### config.mk
export PLATFORM = sky130hd
export DESIGN_NAME = float_point_divide
export DESIGN_NICKNAME = d
export VERILOG_FILES = /design/src/rtl/float_point_divide.sv
export SDC_FILE = /design/constraint.sdc
export NUM_CORES = 1
export LEC_CHECK = 0
export CAP_MARGIN = 30
export CORE_UTILIZATION = 35
export CTS_CLUSTER_DIAMETER = 60
export DETAILED_ROUTE_END_ITERATION = 7
export MAX_ROUTING_LAYER = met4
export PLACE_DENSITY = 0.54
export SYNTH_ARGS = -nofsm -noshare
export SYNTH_HDL_FRONTEND = slang
export SYNTH_SLANG_ARGS = --single-unit
### constraint.sdc
create_clock -name clk -period 8.65 [get_ports clk]
set_input_delay 0.865 -clock clk [delete_from_list [all_inputs] [get_ports clk]]
set_output_delay 0.865 -clock clk [all_outputs]
set_load 0.005 [all_outputs]
### src/rtl/float_point_divide.sv
// IEEE-754 single-precision divider, iterative restoring mantissa core.
// One quotient bit per cycle; fixed 30-edge start-to-done latency.
module float_point_divide (
  input  logic        clk,
  input  logic        resetn,
  input  logic [31:0] iA,
  input  logic [31:0] iB,
  input  logic        iValid,
  output logic        oDone,
  output logic [31:0] oZ
);

  typedef enum logic [2:0] {
    IDLE,
    PREP,
    DIVIDE,
    ROUND,
    DONE
  } state_e;

  state_e state_q, state_d;

  logic [31:0] a_q, b_q;
  logic        sign_q;
  logic [9:0]  exp_q;
  logic [24:0] rem_q, rem_d;
  logic [23:0] div_q;
  logic [26:0] quo_q, quo_d;
  logic [4:0]  cnt_q;
  logic        spec_q, spec_d;
  logic [31:0] spec_z_q, spec_z_d;
  logic [31:0] res_q, res_d;
  logic [31:0] z_q;
  logic        done_q;

  logic [7:0]  ea, eb;
  logic [22:0] fa, fb;
  logic        sgn;
  logic        a_nan, b_nan;
  logic        a_inf, b_inf;
  logic        a_zero, b_zero;

  assign ea     = a_q[30:23];
  assign eb     = b_q[30:23];
  assign fa     = a_q[22:0];
  assign fb     = b_q[22:0];
  assign sgn    = a_q[31] ^ b_q[31];
  assign a_nan  = (ea == 8'hFF) && (fa != 23'd0);
  assign b_nan  = (eb == 8'hFF) && (fb != 23'd0);
  assign a_inf  = (ea == 8'hFF) && (fa == 23'd0);
  assign b_inf  = (eb == 8'hFF) && (fb == 23'd0);
  // Denormals have a zero exponent and are flushed to zero here.
  assign a_zero = (ea == 8'd0);
  assign b_zero = (eb == 8'd0);

  always_comb begin
    spec_d   = 1'b1;
    spec_z_d = {sgn, 31'd0};
    if (a_nan || b_nan) begin
      spec_z_d = 32'h7FC0_0000;
    end else if ((a_zero && b_zero) || (a_inf && b_inf)) begin
      spec_z_d = 32'h7FC0_0000;
    end else if (a_inf) begin
      spec_z_d = {sgn, 8'hFF, 23'd0};
    end else if (b_inf) begin
      spec_z_d = {sgn, 31'd0};
    end else if (b_zero) begin
      spec_z_d = {sgn, 8'hFF, 23'd0};
    end else if (a_zero) begin
      spec_z_d = {sgn, 31'd0};
    end else begin
      spec_d = 1'b0;
    end
  end

  logic        ge;
  logic [24:0] diff;

  always_comb begin
    ge    = rem_q >= {1'b0, div_q};
    diff  = ge ? rem_q - {1'b0, div_q} : rem_q;
    rem_d = diff << 1;
    quo_d = {quo_q[25:0], ge};
  end

  logic        norm;
  logic [23:0] man;
  logic        grd, stk, up;
  logic [24:0] sum;
  logic [22:0] frac_r;
  logic [9:0]  e1, e2;
  logic        ovf, unf;

  always_comb begin
    norm   = quo_q[26];
    man    = norm ? quo_q[26:3] : quo_q[25:2];
    grd    = norm ? quo_q[2] : quo_q[1];
    stk    = (norm ? |quo_q[1:0] : quo_q[0])
           | (rem_q != 25'd0);
    e1     = norm ? exp_q : exp_q - 10'd1;
    up     = grd & (stk | man[0]);
    sum    = {1'b0, man} + {24'd0, up};
    frac_r = sum[24] ? sum[23:1] : sum[22:0];
    e2     = sum[24] ? e1 + 10'd1 : e1;
    ovf    = !e2[9] && (e2[8:0] >= 9'd255);
    unf    = e2[9] || (e2 == 10'd0);
    res_d  = {sign_q, e2[7:0], frac_r};
    if (spec_q) begin
      res_d = spec_z_q;
    end else if (ovf) begin
      res_d = {sign_q, 8'hFF, 23'd0};
    end else if (unf) begin
      res_d = {sign_q, 31'd0};
    end
  end

  always_comb begin
    state_d = state_q;
    unique case (state_q)
      IDLE:    if (iValid) state_d = PREP;
      PREP:    state_d = DIVIDE;
      DIVIDE:  if (cnt_q == 5'd0) state_d = ROUND;
      ROUND:   state_d = DONE;
      DONE:    state_d = IDLE;
      default: state_d = IDLE;
    endcase
  end

  always_ff @(posedge clk or negedge resetn) begin
    if (!resetn) begin
      state_q <= IDLE;
    end else begin
      state_q <= state_d;
    end
  end

  always_ff @(posedge clk or negedge resetn) begin
    if (!resetn) begin
      a_q      <= '0;
      b_q      <= '0;
      sign_q   <= 1'b0;
      exp_q    <= '0;
      rem_q    <= '0;
      div_q    <= '0;
      quo_q    <= '0;
      cnt_q    <= '0;
      spec_q   <= 1'b0;
      spec_z_q <= '0;
      res_q    <= '0;
      z_q      <= '0;
      done_q   <= 1'b0;
    end else begin
      done_q <= 1'b0;
      unique case (state_q)
        IDLE: begin
          if (iValid) begin
            a_q <= iA;
            b_q <= iB;
          end
        end
        PREP: begin
          sign_q   <= sgn;
          exp_q    <= {2'b0, ea} - {2'b0, eb} + 10'd127;
          rem_q    <= {2'b01, fa};
          div_q    <= {1'b1, fb};
          quo_q    <= '0;
          cnt_q    <= 5'd26;
          spec_q   <= spec_d;
          spec_z_q <= spec_z_d;
        end
        DIVIDE: begin
          rem_q <= rem_d;
          quo_q <= quo_d;
          cnt_q <= cnt_q - 5'd1;
        end
        ROUND: begin
          res_q <= res_d;
        end
        DONE: begin
          z_q    <= res_q;
          done_q <= 1'b1;
        end
        default: begin
        end
      endcase
    end
  end

  assign oDone = done_q;
  assign oZ    = z_q;

endmodule

==> impl_metrics.json, run 1 <==
{
  "status": "finished, violations left",
  "failed_checks": "design-rule violations",
  "most-common-layout-cells": "227 x dfrtp_1, 149 x nand2_1, 98 x clkdlybuf4s50_1",
  "dr.first_iter.drc_count": 489,
  "max_cap_viol_count": 0,
  "viasPerCell": 5.268,
  "final_common_cell": "dfrtp_1",
  "dp.cells": 1784,
  "gr-total-overflow": 0,
  "start_util": 0.3575,
  "htree_levels": 1,
  "worstSetupPathType": "reg2reg",
  "cp.required_ns": 9.12,
  "dieWidth_um": 193.3,
  "syn_avg_cell_area_um2": 9.921,
  "startpoint": "quo_q[26]$_DFFE_PN0P_",
  "vias": 9694,
  "hold_buffers": 0,
  "die_h_um": 193.3,
  "yosysUniqueCellTypes": 77,
  "io_buffers": 99,
  "cts_tree": "yes",
  "cp.arrival_ns": 5.17,
  "coreArea_um2": 35830,
  "relSlewSlack": 0.3333,
  "grt_pass1_vias": 9655,
  "max_freq_mhz": 213.0,
  "regToRegStartpoint": "quo_q[26]$_DFFE_PN0P_",
  "clk_latency_ns": 0.57,
  "synth_top_flop_cell": "dfrtp_1",
  "grt_use_total": 0.1757,
  "dieArea_um2": 37360,
  "final_cells": 1840,
  "wire_per_inst_um": 16.99,
  "rsz0062_at_grt": "no",
  "ctsResizeCount": 0,
  "syn-cell-area_um2": 12810,
  "grt_max_degree": 106,
  "cts_buffers": 29,
  "finalNetCount": 1462,
  "cellPowerDensity_nw_per_um2": 398.1,
  "rr_worst_depth": 12,
  "synth-compound-area-share": 0.1637,
  "wl_mm": 31.27,
  "synth-edff-count": 0,
  "skew_ns": 0.03392,
  "drive_gt1_frac": 0.1255,
  "crit_path_end_kind": "flop",
  "period_needed_ns": 4.695,
  "synth-xor-area-share": 0.05529,
  "fill_cells": 3484,
  "cts_setup_buffers": 0,
  "r2r_slack_ns": 3.96,
  "syn_inst": 1291,
  "hold_viol": 0,
  "ir_worst_vdd_v": 0.0002238,
  "clock_path_buffers": 3,
  "dpl.hpwl_mm": 22.22,
  "synth_simple_gate_area_frac": 0.1445,
  "cts.sinks": 228,
  "setup.worst_path.end": "res_q[19]$_DFFE_PN0P_",
  "worst_slew_pin_slew_ns": 1.000,
  "period_share": 0.5428,
  "finalSetupTns_ns": 0,
  "path_clk_slew_ns": 0.06,
  "syn_to_final_growth_pct": 18.43,
  "num_io_pins": 100,
  "antenna_found_initial": 1,
  "synth_top_family_by_area": "compound AO/OA/AOI/OAI gates",
  "ant_nets": 0,
  "leakagePower_nw": 6.407,
  "syn_nets": 1398,
  "synth_mux_area_frac": 0.1082,
  "drc_errors": 4,
  "final-seq-area_um2": 5707,
  "grt_pass1_wl_mm": 52.47,
  "rr_endpoint": "res_q[19]$_DFFE_PN0P_",
  "rows": 69,
  "slew_viol_final": 0,
  "async_reset_ff_frac": 1.000,
  "critPathMaxFanout": 26,
  "dr.pass1.iters": 8,
  "gp_congestion": 0.8415,
  "synthAdderAreaFrac": 0.04025,
  "root_buffer": "clkbuf_16",
  "worst_setup_path_start_kind": "flop",
  "ys_seq_elements": 228,
  "multiInputGateArea_um2": 6575,
  "ys_seq_area_frac": 0.4454,
  "hp-class": "in2async",
  "finalSetupViolCount": 0,
  "ys_warn_count": 0
}
[routing by layer]
layer	track usage	vias to the layer above	wire length, um
li1	-	4785	-
met1	0.2367	4695	15130
met2	0.2754	161	14250
met3	0.02946	53	1238
met4	0.04178	0	650
met5	-	-	0
[worst max-delay path, cell delays in order, from the launching register on]
cell      delay [ns]
dfrtp_2         0.59
nand2b_1        0.28
a21boi_0        0.18
ha_1            0.23
nand3_1         0.19
nor4b_4         0.53
and4_1          0.38
and2b_1         0.45
o31ai_1         0.15
nor3_1          0.28
o41ai_2         0.16
a311oi_4        0.89
a32o_1          0.29
[how the worst min path moves through the flow]
stage / to
2_1_floorplan: div_q[23]$_DFFE_PN0P_
3_3_place_gp: div_q[23]$_DFFE_PN0P_
3_5_place_dp: div_q[23]$_DFFE_PN0P_
4_1_cts: oZ[2]$_DFFE_PN0P_
5_1_grt: oZ[10]$_DFFE_PN0P_
6_report: oZ[2]$_DFFE_PN0P_
[synthesized netlist by cell type, types with 6 or more instances]
cell	count	share of area
nor4_1	19	0.0093
nand4_1	17	0.0083
buf_1	8	0.0023
nor2_1	58	0.017
o21a_1	11	0.0064
mux2i_1	35	0.027
o211ai_1	11	0.0064
a22o_1	34	0.023
a21o_1	19	0.011
ha_1	38	0.037
a32o_1	14	0.011
o22ai_1	6	0.0029
nand2_1	149	0.044
dfrtp_1	228	0.45
nor3_1	26	0.010
clkbuf_1	59	0.017
or4_1	6	0.0035
inv_1	55	0.016
buf_2	7	0.0027
mux2_2	91	0.080
xnor2_1	50	0.034
nand2b_1	7	0.0034
o21ai_0	81	0.032
nand3_1	25	0.0098
nor2b_1	10	0.0049
a31oi_1	10	0.0049
xor2_1	29	0.020
and3_1	23	0.011
a211oi_1	6	0.0035
a21oi_1	55	0.021
and2_1	11	0.0054
[power by group]
part           total, mW  internal, mW  switching, mW
combinational       2.98          1.33           1.64
clock               1.22         0.742          0.480
sequential          1.84          1.45          0.389
total               6.04          3.53           2.51
[cells by family after synthesis]
group / after synthesis
flip-flops: 228
AO/OA/AOI/OAI: 303
XOR/XNOR: 80
adder cells (fa/ha/maj): 40
buffers and inverters: 135
AND/OR/NAND/NOR: 378
multiplexers: 127
[sequential cells by signal, indices dropped and copies added, names as in the netlist, 10 cells and up]
signal / count
a_q: 32
b_q: 32
div_q: 24
exp_q: 10
oZ: 32
quo_q: 27
rem_q: 25
res_q: 32
[per-stage QoR]
stage	power [mW]	area, um^2	setup slack, ns	hold WS [ns]	utilization
2_1_floorplan	4.090	12810	3.785	0.4175	-
3_3_place_gp	4.819	14150	4.032	0.4345	0.3949
3_5_place_dp	4.838	14150	3.906	0.4378	0.3950
4_1_cts	6.102	15140	3.907	0.3883	0.4226
5_1_grt	6.552	15170	3.562	0.4267	0.4234
6_report	6.040	15170	3.955	0.3531	0.4234
[cell type report]
cell class / count / area share
Antenna cell: 1 / 0.0001650
Clock buffer: 42 / 0.05567
Clock inverter: 12 / 0.009403
Inverter: 56 / 0.01386
Multi-Input combinational cell: 928 / 0.4334
Sequential cell: 228 / 0.3762
Tap cell: 461 / 0.03802
Timing Repair Buffer: 112 / 0.07324
(Power assumes the default switching activity.)
==> inputs of run 2 (changes only) <==
--- a/config.mk
+++ b/config.mk
@@ -10,7 +10,7 @@
 export CTS_CLUSTER_DIAMETER = 60
 export DETAILED_ROUTE_END_ITERATION = 7
 export MAX_ROUTING_LAYER = met4
-export PLACE_DENSITY = 0.54
+export PLACE_DENSITY = 0.56
 export SYNTH_ARGS = -nofsm -noshare
 export SYNTH_HDL_FRONTEND = slang
 export SYNTH_SLANG_ARGS = --single-unit
==> constraint.sdc (replaced) <==
create_clock -name clk -period 4.2 [get_ports clk]
set_input_delay 0.42 -clock clk [delete_from_list [all_inputs] [get_ports clk]]
set_output_delay 0.42 -clock clk [all_outputs]
set_load 0.005 [all_outputs]
==> run 2 against run 1 <==
Effect of this change: the run still ends with design-rule violations left; highest routed layer unchanged; worst hold slack gained 0.078 ns; global-route usage fell by 0.25 points; design area is 1.1% higher.
==> impl_metrics.json, run 2 (synthesis gave the netlist of run 1 again) <==
{
  "root_buffer": "clkbuf_16",
  "ir_worst_vdd_v": 0.0004516,
  "cellPowerDensity_nw_per_um2": 826.3,
  "max_cap_viol_count": 0,
  "rr_worst_depth": 17,
  "fin_ws_ns": 0.2455,
  "drc_errors": 3,
  "crit_chain": "inv_1, ha_1, inv_1, mux2i_1, inv_1, ha_1, nand3_1, nor2_1, a41oi_1, buf_4, xor2_1, a2111o_1, or3_1, o21ai_4, a311oi_4, buf_12, a32o_1",
  "path_clk_slew_ns": 0.06,
  "use_met3": 0.02354,
  "hold_depth": 3,
  "grt_use_total": 0.1732,
  "cp.arrival_ns": 4.38,
  "max_stage_delay_ns": 0.47,
  "gp_congestion": 0.8530,
  "diodes": 0,
  "htree_levels": 1,
  "cts.sinks": 228,
  "grt_use_met1": 0.2312,
  "failed_checks": "design-rule violations",
  "leakagePower_nw": 6.503,
  "worstSetupPathType": "reg2reg",
  "relSlewSlack": 0.3507,
  "cts_tree": "yes",
  "clock_path_buffers": 3,
  "crit_slowest_cell": "dfrtp_2",
  "vias": 9854,
  "worst_setup_path_start_kind": "flop",
  "critPathMaxFanout": 12,
  "skew_ns": 0.02513,
  "fill_cells": 3474,
  "grt_pass1_vias": 9835,
  "max_freq_mhz": 252.9,
  "finalNetCount": 1474,
  "met2_usage": 0.2775,
  "period_share": 0.9415,
  "coreArea_um2": 35830,
  "hold_viol": 0,
  "r2r_slack_ns": 0.25,
  "crit_family": "compound AO/OA/AOI/OAI gates",
  "drive_gt1_frac": 0.1363,
  "path_buf_inv": 5,
  "dr.pass1.iters": 8,
  "crit_path_end_kind": "flop",
  "slew_viol_final": 0,
  "grt_pass1_wl_mm": 52.21,
  "rr_endpoint": "res_q[1]$_DFFE_PN0P_",
  "finalSetupTns_ns": 0,
  "most-common-layout-cells": "226 x dfrtp_1, 149 x nand2_1, 98 x clkdlybuf4s50_1",
  "min-delay-start": "iB[29]",
  "io_buffers": 99,
  "rows": 69,
  "final_common_cell": "dfrtp_1",
  "gr-total-overflow": 0,
  "die_h_um": 193.3,
  "finalSetupViolCount": 0,
  "min_to": "b_q[29]$_DFFE_PN0P_",
  "cts_buffers": 28,
  "syn_to_final_growth_pct": 19.77,
  "wl_mm": 31.56,
  "rsz0062_at_grt": "no",
  "num_io_pins": 100,
  "dr.first_iter.drc_count": 580,
  "place_ws_ns": 0.1183,
  "antenna_found_initial": 0,
  "cp_common_cell": "inv_1",
  "period_needed_ns": 3.954,
  "worst_slew_pin_slew_ns": 0.9740,
  "start_util": 0.3575,
  "grt_max_degree": 110,
  "dieWidth_um": 193.3,
  "wire_per_inst_um": 17.08,
  "regToRegStartpoint": "exp_q[0]$_DFFE_PN0P_",
  "status": "finished, violations left",
  "hp-class": "in2reg",
  "busiest_layer": "met2",
  "dpl.hpwl_mm": 22.28,
  "ant_nets": 0,
  "clk_latency_ns": 0.56,
  "viasPerCell": 5.332,
  "cp.required_ns": 4.62,
  "dieArea_um2": 37360
}
[run 2: cell types whose count changed in the layout (fill, tap and decap cells not counted), moves of 2 or more]
cell / change
clkbuf_1: -4
o41ai_4: +2
o41ai_2: -2
inv_6: -2
bufinv_16: +2
clkinv_2: +3
buf_4: +11
buf_12: +2
clkbuf_8: -3
[run 2: where the power goes]
group	total, mW	internal [mW]	switching, mW
registers	3.78	2.99	0.786
logic	6.37	2.85	3.52
clock network	2.52	1.55	0.978
total	12.7	7.39	5.29
[run 2: worst min-delay path, cell delays in order]
cell and delay, ns:
clkdlybuf4s50_1 0.40, nand2_1 0.06, o21ai_0 0.06
[run 2: per-layer routing]
layer | vias up | wire, um
li1 | 4812 | -
met1 | 4794 | 14630
met2 | 196 | 14830
met3 | 52 | 1350
met4 | 0 | 754
met5 | - | 0
[run 2: worst max path at each step]
stage,from,end,depth (start not counted)
finish,exp_q[0]$_DFFE_PN0P_,res_q[1]$_DFFE_PN0P_,17
CTS,quo_q[26]$_DFFE_PN0P_,res_q[1]$_DFFE_PN0P_,12
detailed placement,quo_q[26]$_DFFE_PN0P_,res_q[20]$_DFFE_PN0P_,12
floorplan,quo_q[26]$_DFFE_PN0P_,res_q[0]$_DFFE_PN0P_,18
global route,exp_q[0]$_DFFE_PN0P_,res_q[1]$_DFFE_PN0P_,17
global placement,quo_q[26]$_DFFE_PN0P_,res_q[1]$_DFFE_PN0P_,12
[run 2: cell type report]
type / count / area (um^2) / share of cell area
well taps: 461 / 576.8 / 0.03760
multi-input cells: 929 / 6654 / 0.4337
clock buffers: 34 / 763.2 / 0.04975
inverters: 56 / 210.2 / 0.01370
clock inverters: 16 / 217.7 / 0.01419
repair buffers: 124 / 1211 / 0.07895
flip-flops and latches: 228 / 5708 / 0.3721
[run 2: metrics by stage]
stage	util	area (um^2)	cells	total power, mW	hold slack [ns]
2_1_floorplan	-	12840	1291	8.443	0.1244
3_3_place_gp	0.3979	14260	1793	9.941	0.4349
3_5_place_dp	0.3979	14260	1793	10.02	0.4356
4_1_cts	0.4256	15250	1844	12.61	0.4174
5_1_grt	0.4282	15340	1848	13.68	0.4579
6_report	0.4282	15340	1848	12.68	0.4306
[run 2: timing repair]
item	in CTS	in global routing
hold endpoints to repair	107	0
setup buffers	0	3
setup endpoints to repair	0	23
hold buffers	1	0
gates resized for setup	0	6
